## src/rtl/fp64_atan2_cordic.sv

```systemverilog
// rtl/fp64_atan2_cordic.sv - iterative fp64 atan2 using CORDIC vectoring, one micro-rotation per clock
// Optional build macro FP_ATAN2_RNE_EN: round-to-nearest-even in NORM (default truncates).
module fp64_atan2_cordic #(
  parameter int ITERS = 60
) (
  input  logic        clk,
  input  logic        rst,
  input  logic        start,
  input  logic [63:0] y_in,
  input  logic [63:0] x_in,
  output logic        busy,
  output logic        done,
  output logic [63:0] result,
  output logic        invalid,
  output logic        inexact
);

  typedef enum logic [2:0] {IDLE, PREP, ITER, NORM, DONE} state_t;
  state_t state, state_next;

  localparam logic [62:0] PI_M   = 63'h400921FB54442D18;
  localparam logic [62:0] PI2_M  = 63'h3FF921FB54442D18;
  localparam logic [62:0] PI4_M  = 63'h3FE921FB54442D18;
  localparam logic [62:0] PI34_M = 63'h4002D97C7F3321D2;
  localparam logic signed [63:0] PI_Q59 = 64'sh1921FB54442D1847;

  // atan(2^-i) in Q3.59; entry 0 is pi/4, the rest come from the Taylor series at 124 fraction bits.
  function automatic logic [62*64-1:0] atan_rom_init();
    logic [127:0]      acc;
    logic [127:0]      term;
    logic [62*64-1:0]  rom;
    rom = '0;
    rom[63:0] = 64'h06487ED5110B4612;
    for (int i = 1; i < 62; i++) begin
      acc = '0;
      for (int k = 1; i * k <= 124; k += 2) begin
        term = (128'd1 << (124 - i * k)) / 128'(k);
        if ((((k - 1) / 2) % 2) == 0) acc = acc + term;
        else                          acc = acc - term;
      end
      rom[i*64 +: 64] = 64'((acc + (128'd1 << 64)) >> 65);
    end
    return rom;
  endfunction

  localparam logic [62*64-1:0] ATAN_ROM = atan_rom_init();

  logic [63:0]        xa, ya;
  logic signed [63:0] xr, yr, zr;
  logic [5:0]         it;

  logic        sx, sy;
  logic [10:0] ex, ey;
  logic [51:0] fx, fy;
  logic        x_nan, y_nan, x_inf, y_inf, x_zero, y_zero;

  assign {sx, ex, fx} = xa;
  assign {sy, ey, fy} = ya;
  assign x_nan  = (ex == 11'h7FF) && (fx != 52'd0);
  assign y_nan  = (ey == 11'h7FF) && (fy != 52'd0);
  assign x_inf  = (ex == 11'h7FF) && (fx == 52'd0);
  assign y_inf  = (ey == 11'h7FF) && (fy == 52'd0);
  assign x_zero = (ex == 11'd0) && (fx == 52'd0);
  assign y_zero = (ey == 11'd0) && (fy == 52'd0);

  logic        special, spec_inv, spec_inex;
  logic [63:0] spec_res;

  always_comb begin
    special   = 1'b1;
    spec_res  = 64'd0;
    spec_inv  = 1'b0;
    spec_inex = 1'b1;
    if (x_nan || y_nan) begin
      spec_inex = 1'b0;
      if (y_nan) begin
        spec_res = ya | 64'h0008_0000_0000_0000;
        spec_inv = ~fy[51];
      end else begin
        spec_res = xa | 64'h0008_0000_0000_0000;
        spec_inv = ~fx[51];
      end
    end else if (y_zero) begin
      if (!sx) begin
        spec_res  = ya;
        spec_inex = 1'b0;
      end else begin
        spec_res = {sy, PI_M};
      end
    end else if (y_inf) begin
      if (x_inf) spec_res = sx ? {sy, PI34_M} : {sy, PI4_M};
      else       spec_res = {sy, PI2_M};
    end else if (x_zero) begin
      spec_res = {sy, PI2_M};
    end else if (x_inf) begin
      if (!sx) begin
        spec_res  = {sy, 63'd0};
        spec_inex = 1'b0;
      end else begin
        spec_res = {sy, PI_M};
      end
    end else begin
      special = 1'b0;
    end
  end

  logic [10:0]        ex_e, ey_e, diff;
  logic [63:0]        mx, my, mx_al, my_al;
  logic signed [63:0] x0, y0, z0;

  always_comb begin
    ex_e  = (ex == 11'd0) ? 11'd1 : ex;
    ey_e  = (ey == 11'd0) ? 11'd1 : ey;
    mx    = {3'b000, (ex != 11'd0), fx, 8'd0};
    my    = {3'b000, (ey != 11'd0), fy, 8'd0};
    mx_al = mx;
    my_al = my;
    diff  = 11'd0;
    if (ey_e > ex_e) begin
      diff  = ey_e - ex_e;
      mx_al = (diff >= 11'd62) ? 64'd0 : (mx >> diff);
    end else begin
      diff  = ex_e - ey_e;
      my_al = (diff >= 11'd62) ? 64'd0 : (my >> diff);
    end
    // Negative x is folded into the right half-plane: x stays the magnitude, y flips, z gets +/-pi.
    x0 = $signed(mx_al);
    y0 = (sx ^ sy) ? -$signed(my_al) : $signed(my_al);
    if (sx) z0 = sy ? -PI_Q59 : PI_Q59;
    else    z0 = 64'sd0;
  end

  logic signed [63:0] sh_x, sh_y, rom_val, x_n, y_n, z_n;

  always_comb begin
    sh_x    = xr >>> it;
    sh_y    = yr >>> it;
    rom_val = $signed(ATAN_ROM[{it, 6'd0} +: 64]);
    if (yr < 0) begin
      x_n = xr - sh_y;
      y_n = yr + sh_x;
      z_n = zr - rom_val;
    end else begin
      x_n = xr + sh_y;
      y_n = yr - sh_x;
      z_n = zr + rom_val;
    end
  end

  logic [63:0] z_mag;
  logic [5:0]  lead, lsh;
  logic [51:0] frac;
  logic [10:0] zexp;
  logic [62:0] mag_r;
  logic [63:0] norm_res;
`ifdef FP_ATAN2_RNE_EN
  logic [10:0] low;
  logic        guard, sticky;
`endif

  always_comb begin
    z_mag = zr[63] ? 64'(-zr) : 64'(zr);
    lead  = 6'd0;
    for (int b = 0; b < 64; b++) begin
      if (z_mag[b]) lead = 6'(b);
    end
    lsh  = 6'd63 - lead;
    frac = 52'((z_mag << lsh) >> 11);
    zexp = 11'd964 + {5'd0, lead};
`ifdef FP_ATAN2_RNE_EN
    low    = 11'(z_mag << lsh);
    guard  = low[10];
    sticky = |low[9:0];
    mag_r  = {zexp, frac} + {62'd0, guard & (sticky | frac[0])};
`else
    mag_r  = {zexp, frac};
`endif
    norm_res = (z_mag == 64'd0) ? 64'd0 : {zr[63], mag_r};
  end

  always_ff @(posedge clk or posedge rst) begin
    if (rst) state <= IDLE;
    else     state <= state_next;
  end

  always_comb begin
    state_next = state;
    busy       = 1'b0;
    done       = 1'b0;
    case (state)
      IDLE: if (start) state_next = PREP;
      PREP: begin
        busy       = 1'b1;
        state_next = special ? DONE : ITER;
      end
      ITER: begin
        busy = 1'b1;
        if (it == 6'(ITERS - 1)) state_next = NORM;
      end
      NORM: begin
        busy       = 1'b1;
        state_next = DONE;
      end
      DONE: begin
        done       = 1'b1;
        state_next = start ? PREP : IDLE;
      end
      default: state_next = IDLE;
    endcase
  end

  always_ff @(posedge clk or posedge rst) begin
    if (rst) begin
      xa      <= 64'd0;
      ya      <= 64'd0;
      xr      <= 64'sd0;
      yr      <= 64'sd0;
      zr      <= 64'sd0;
      it      <= 6'd0;
      result  <= 64'd0;
      invalid <= 1'b0;
      inexact <= 1'b0;
    end else begin
      case (state)
        IDLE, DONE: begin
          if (start) begin
            xa <= x_in;
            ya <= y_in;
          end
        end
        PREP: begin
          if (special) begin
            result  <= spec_res;
            invalid <= spec_inv;
            inexact <= spec_inex;
          end else begin
            xr <= x0;
            yr <= y0;
            zr <= z0;
            it <= 6'd0;
          end
        end
        ITER: begin
          xr <= x_n;
          yr <= y_n;
          zr <= z_n;
          it <= it + 6'd1;
        end
        NORM: begin
          result  <= norm_res;
          invalid <= 1'b0;
          inexact <= 1'b1;
        end
        default: ;
      endcase
    end
  end

endmodule

```

## config.mk

```make
export PLATFORM = sky130hd
export DESIGN_NAME = fp64_atan2_cordic
export DESIGN_NICKNAME = d
export VERILOG_FILES = /design/src/rtl/fp64_atan2_cordic.sv
export SDC_FILE = /design/constraint.sdc
export NUM_CORES = 2
export LEC_CHECK = 0
export CELL_PAD_IN_SITES_DETAIL_PLACEMENT = 0
export CELL_PAD_IN_SITES_GLOBAL_PLACEMENT = 1
export CORE_AREA = 2 2 428 430
export CTS_BUF_LIST = sky130_fd_sc_hd__clkbuf_8 sky130_fd_sc_hd__clkbuf_16
export DETAILED_ROUTE_END_ITERATION = 6
export DIE_AREA = 0 0 430 432
export HOLD_SLACK_MARGIN = 0.02
export PLACE_DENSITY_LB_ADDON = 0.1
export SETUP_SLACK_MARGIN = 0.15
export SKIP_CTS_REPAIR_TIMING = 1
export SYNTH_ARGS = -nofsm -noshare
export SYNTH_HDL_FRONTEND = slang
export SYNTH_SLANG_ARGS = --single-unit
```

## constraint.sdc

```tcl
create_clock -name clk -period 13.59 [get_ports clk]
set_input_delay 2.718 -clock clk [delete_from_list [all_inputs] [get_ports clk]]
set_output_delay 2.718 -clock clk [all_outputs]
set_load 0.005 [all_outputs]
```

==> Yosys cells after proc, flatten, opt, wreduce, memory -nomap -nowiden <==
Index checks and enable logic that the tools add are counted.
{ "totals": {"regBits": 395, "latchBits": 0, "ramBits": 0, "romBits": 0, "output_inout_bits": 68, "word_cells": 193, "memories": 0} }
{ "op_classes": {"n_addsub": 13, "multipliers": 0, "n_div": 0, "magnitude_cmp": 4, "n_eq_ne": 11, "shifts": 6, "mux": 121, "bitwise_logic": 3, "n_reduce_logical": 25} }
{ "op_table": {"columns": ["cell", "count"], "rows": [
  ["3968-bit by 13-bit variable part select with 64-bit output (first input constant)", 1],
  ["64-bit 2-to-1 mux", 22],
  ["64-bit case mux with 2 select lines", 4],
  ["6-bit 2-to-1 mux", 63],
  ["63-bit 2-to-1 mux", 4],
  ["64-bit adder", 3],
  ["64-bit subtractor", 3],
  ["64-bit negation", 2],
  ["61-bit by 11-bit right shift with 64-bit output", 2],
  ["64-bit by 6-bit >>> shifter with 64-bit output", 2],
  ["52-bit zero test", 2],
  ["52-bit nonzero test", 2],
  ["64-bit zero test", 1],
  ["64-bit by 1-bit < comparator with 1-bit output (second input constant)", 1],
  ["64-bit by 6-bit left shift with 63-bit output", 1],
  ["11-bit == test (second input constant)", 2],
  ["11-bit by 6-bit >= comparator with 1-bit output (second input constant)", 2],
  ["11-bit zero test", 2],
  ["11-bit 2-to-1 mux", 2],
  ["11-bit nonzero test", 2],
  ["11-bit subtractor", 2],
  ["1-bit 2-to-1 mux", 19],
  ["3-bit case mux with 5 select lines", 1],
  ["6-bit case mux with 2 select lines", 1],
  ["20 further kinds", 37]
]} }

==> Logic depth before layout (Yosys ltp) <==
{ "depth": {"depth_word": 69, "depth_mapped": 44, "ltp_nobuf": 35} }

==> Worst setup path after synthesis <==
Ideal clock, no wire load.
{ "synth_timing": {"kind": "flip-flop to flip-flop", "start": "register it[2]", "end": "register zr[63]", "setup_ps": 124, "arrival_time_ps": 8691, "t_required_ps": 13466, "path_slack_ps": 4776, "path_stages_with_launch": 44, "n_path_buf": 10, "period_less_slack_ps": 8814, "path_cell_list": "dfrtp_1 > buf_2 > inv_1 > buf_2 > buf_4 > buf_2 > buf_2 > buf_4 > buf_4 > clkbuf_1 > ha_1 > nor3_1 > o2bb2ai_1 > a2bb2oi_1 > o211a_1 > nor3b_1 > nor2b_1 > nand2_1 > (+8 left out) > buf_2 > xnor2_1 > ha_1 > a21o_1 > a21oi_1 > o21bai_1 > a21o_1 > a221o_1 > a22o_1 > a311o_1 > a21oi_1 > nand2b_1 > o21ai_0 > or4_1 > a31oi_1 > xor2_1 > o21ai_0 > a211o_1"} }
{ "synth_between": {"elab_chain_len": 4} }
{ "synth_lines": {"columns": ["element", "line", "text"], "rows": [
  ["from (decl)", "50", "logic [5:0] it;"],
  ["from (signal assigned)", "247", "it <= it + 6'd1;"],
  ["3968-bit by 13-bit variable part select with 64-bit output *", "138", "rom_val = $signed(ATAN_ROM[{it, 6'd0} +: 64]);"],
  ["64-bit adder / 64-bit subtractor (equally long branches)", "146, 142", null],
  ["64-bit 2-to-1 mux *", "139", "if (yr < 0) begin"],
  ["64-bit case mux with 2 select lines *", "224", "case (state)"],
  ["to (signal assigned)", "239", "zr <= z0;"],
  ["to (signal assigned)", "246", "zr <= z_n;"],
  ["to (decl)", "49", "logic signed [63:0] xr, yr, zr;"]
]} }
Every way passes the cells marked *; elsewhere a longest branch is shown, timed or not.
A chain may end at the register's enable or synchronous reset.

==> Worst setup path after layout <==
{ "layout_timing": {"start": "register it[0]", "end": "register yr[63]"} }
{ "layout_between": {"elab_chain_len": 4} }
{ "layout_lines": {"columns": ["element", "line", "text"], "rows": [
  ["64-bit by 6-bit >>> shifter with 64-bit output *", "136", "sh_x = xr >>> it;"],
  ["64-bit subtractor / 64-bit adder (equally long branches)", "145, 141", null],
  ["64-bit 2-to-1 mux *", "139", null],
  ["64-bit case mux with 2 select lines *", "224", null],
  ["to (signal assigned)", "238", "yr <= y0;"],
  ["to (signal assigned)", "245", "yr <= y_n;"],
  ["to (decl)", "49", null]
]} }
Marked as above.

==> results_dict.tcl <==
set metrics [dict create \
    post_drt_wl_per_cell_um 32.27 \
    die_area_um2 185800 \
    crit_path_end_kind "flop" \
    drt_first_pass_iters 6 \
    grt_max_degree 122 \
    drt_iter0_drc 7527 \
    ys_seq_elements 395 \
    crit_required_ps 14190 \
    syn-instance-count 7457 \
    worstSkewPairLatency_ps 760 \
    fin_nets 7626 \
    synth-edff-count 0 \
    p_int_w 0.002230 \
    slew_headroom 0.1248 \
    cts_tree "yes" \
    synth_fp_nets 7835 \
    ios 199 \
    grt_overflow 0 \
    status "finished, final reports clean" \
    p_switching_w 0.0007319 \
    cts.sinks 395 \
    period_minus_slack_ps 9926 \
    drt-vias-per-instance 6.450 \
    critPathArrivalTime_ps 10530 \
    timing.final.max_slew_violations 0 \
    power.density_nw_per_um2 45.29 \
    die_h_um 432 \
    worst_slack_ps 3664 \
    seqPwrFrac 0.397 \
    finalPower_w 0.002962 \
    fill_cells 18910 \
    netlist_area_um2 59530 \
    cts_buffers 56 \
    track_usage 0.3245 \
    vias 62470 \
    async_flop_share 1.000 \
    worstPathMaxFanout 52 \
    ys_top_cells_by_count "nand2_1, a21oi_1, nor2_1" \
    synth_most_common_cell "nand2_1" \
    antenna_found_initial 13 \
    cts_root_buf "clkbuf_16" \
    ir_drop_uv 115.9 \
    seq_area_frac_synth 0.1660 \
    cp-start-kind "flop" \
    clk_path_buf_depth 3 \
    syn_area_per_cell_um2 7.984 \
    p_leak_nw 25.28 \
    finalSetupViolations 0 \
    place_congestion 0.9651 \
    grt_pass1_wl_um 444400 \
    core_area_um2 181700 \
    power_frac_comb 0.025 \
    clkPwrFrac 0.578 \
    yosysWarnings 0 \
    hold_path_class "flop to flop" \
    drtAntennaViolNets 0 \
    path_clk_slew_ps 60 \
    area_growth_pct 9.844 \
    holdWs_ps 488.5 \
    drv_cap 0 \
    first_global_vias 58860 \
    hpwlAfterDp_um 243200 \
    rsz0062_at_grt "no" \
    crit_type "flop to flop" \
    worst_slew_pin_slew_ps 1305 \
    synth_top_area_frac 0.1660 \
    max_freq_mhz 100.8 \
    start_util 0.3276 \
    num_rows 157 \
    place_ws_ps 3941 \
    layout-drive-gt1-share 0.1312 \
    synth_ff_type "dfrtp_1" \
    hold_viol 0 \
    die_w_um 430 \
    h-tree-depth 2 \
    wl_um 312600 \
    fin_tns_setup_ps 0 \
    switching_share 0.2471 \
    synth_top_area_cell "dfrtp_1" \
    port_buffers 198 \
    synthDistinctLibCells 115 \
    fin_skew_ps 90.35 \
    synth_area_leaders "dfrtp_1, mux4_2, mux2i_1, a21oi_1, mux2_2" \
    min_period_over_period 0.7304 \
    drc 0 \
]
-- critical path, stage by stage (launching register included) --
cell,delay (ps)
dfrtp_4,1020
mux4_2,660
mux2_2,290
o21ai_0,890
mux4_2,510
nand4_1,170
or3_1,390
nor3_1,510
nand2_1,110
nor2_1,420
a41oi_1,220
xnor2_1,200
ha_1,400
a21o_1,180
a21o_1,170
a21oi_1,140
o21ai_0,160
or4_1,510
o31ai_1,720
o31ai_1,330
a211o_1,360
nand3_1,170
o21ai_0,200
o31a_1,310
a31oi_1,200
xor2_1,170
nand2_1,60
a22oi_1,190
-- cells by family (layout without fill, tap and decap cells) --
kind of cell,after synthesis,count (layout),synth area share
buffers and inverters,768,607,0.05332
other,0,5,0
flip-flops,395,395,0.1660
AND/OR/NAND/NOR,2294,2294,0.1817
AO/OA/AOI/OAI,2350,2350,0.2527
XOR/XNOR,463,463,0.06811
multiplexers,940,940,0.2256
adder cells (fa/ha/maj),247,247,0.05254
-- power by group through the flow --
| stage | clock network [W] | registers (W) | logic (W) |
|---|---|---|---|
| final | 0.00171 | 0.00118 | 0.0000728 |
| after floorplan | 0 | 0.00120 | 0.0000175 |
| after CTS | 0.00175 | 0.00118 | 0.0000755 |
| after detailed placement | 0 | 0.00120 | 0.0000754 |
| after global routing | 0.00179 | 0.00118 | 0.0000789 |
| after global placement | 0 | 0.00120 | 0.0000750 |
-- flip-flops by register name, summed over array words and instances, names as in the netlist --
signal and flops:
invalid 1, zr 64, xa 64, state 3, inexact 1, yr 64, it 6, ya 64
xr 64, result 64
-- metal layers --
metal	track usage	wire, µm	up-vias
li1	-	-	27720
met1	0.4542	137600	31160
met2	0.4930	135700	3025
met3	0.05636	24810	553
met4	0.1294	14390	8
met5	0	57	-
-- per-stage QoR --
stage,cell area (µm²),utilization,cells
final,65400,0.3599,9686
after global routing,65380,0.3598,9681
after CTS,65380,0.3598,9681
after detailed placement,63270,0.3482,9575
after global placement,63270,0.3482,9575
after floorplan,59540,-,7457
-- cell usage in the layout (no fill, tap or decap), types with 185 or more instances in the layout --
| cell type | synthesis | routed |
|---|---|---|
| mux2_2 | 278 | 278 |
| ha_1 | 242 | 240 |
| a21oi_1 | 640 | 640 |
| dfrtp_1 | 395 | 387 |
| nand3_1 | 185 | 185 |
| nor2_1 | 628 | 621 |
| mux2i_1 | 363 | 363 |
| mux4_2 | 290 | 290 |
| nand2_1 | 723 | 720 |
| xnor2_1 | 234 | 229 |
| xor2_1 | 229 | 227 |
| o21ai_0 | 593 | 592 |
| clkdlybuf4s50_1 | 0 | 198 |
-- final cells by class --
type | count | area, µm² | share of cell area
clock inverter | 37 | 530.5 | 0.008112
timing repair buffer | 335 | 3048 | 0.04661
tap | 2385 | 2984 | 0.04563
multi-input combinational | 6294 | 46690 | 0.7139
antenna | 5 | 12.51 | 0.0001913
clock buffer | 69 | 1580 | 0.02416
sequential | 395 | 9915 | 0.1516
inverter | 166 | 639.4 | 0.009777
-- worst paths after layout --
kind / startpoint / endpoint / slack, ps / cells past startpoint
max reg2reg: it[0] / yr[63] / 3660 / 27
max in group asynchronous: rst / yr[63] / 8880 / 4
max: it[0] / yr[63] / 3660 / 27
min reg2reg: result[61] / result[61] / 490 / 2
min: result[61] / result[61] / 490 / 2
min in group asynchronous: rst / ya[41] / 2490 / 2
(Power assumes the default switching activity.)
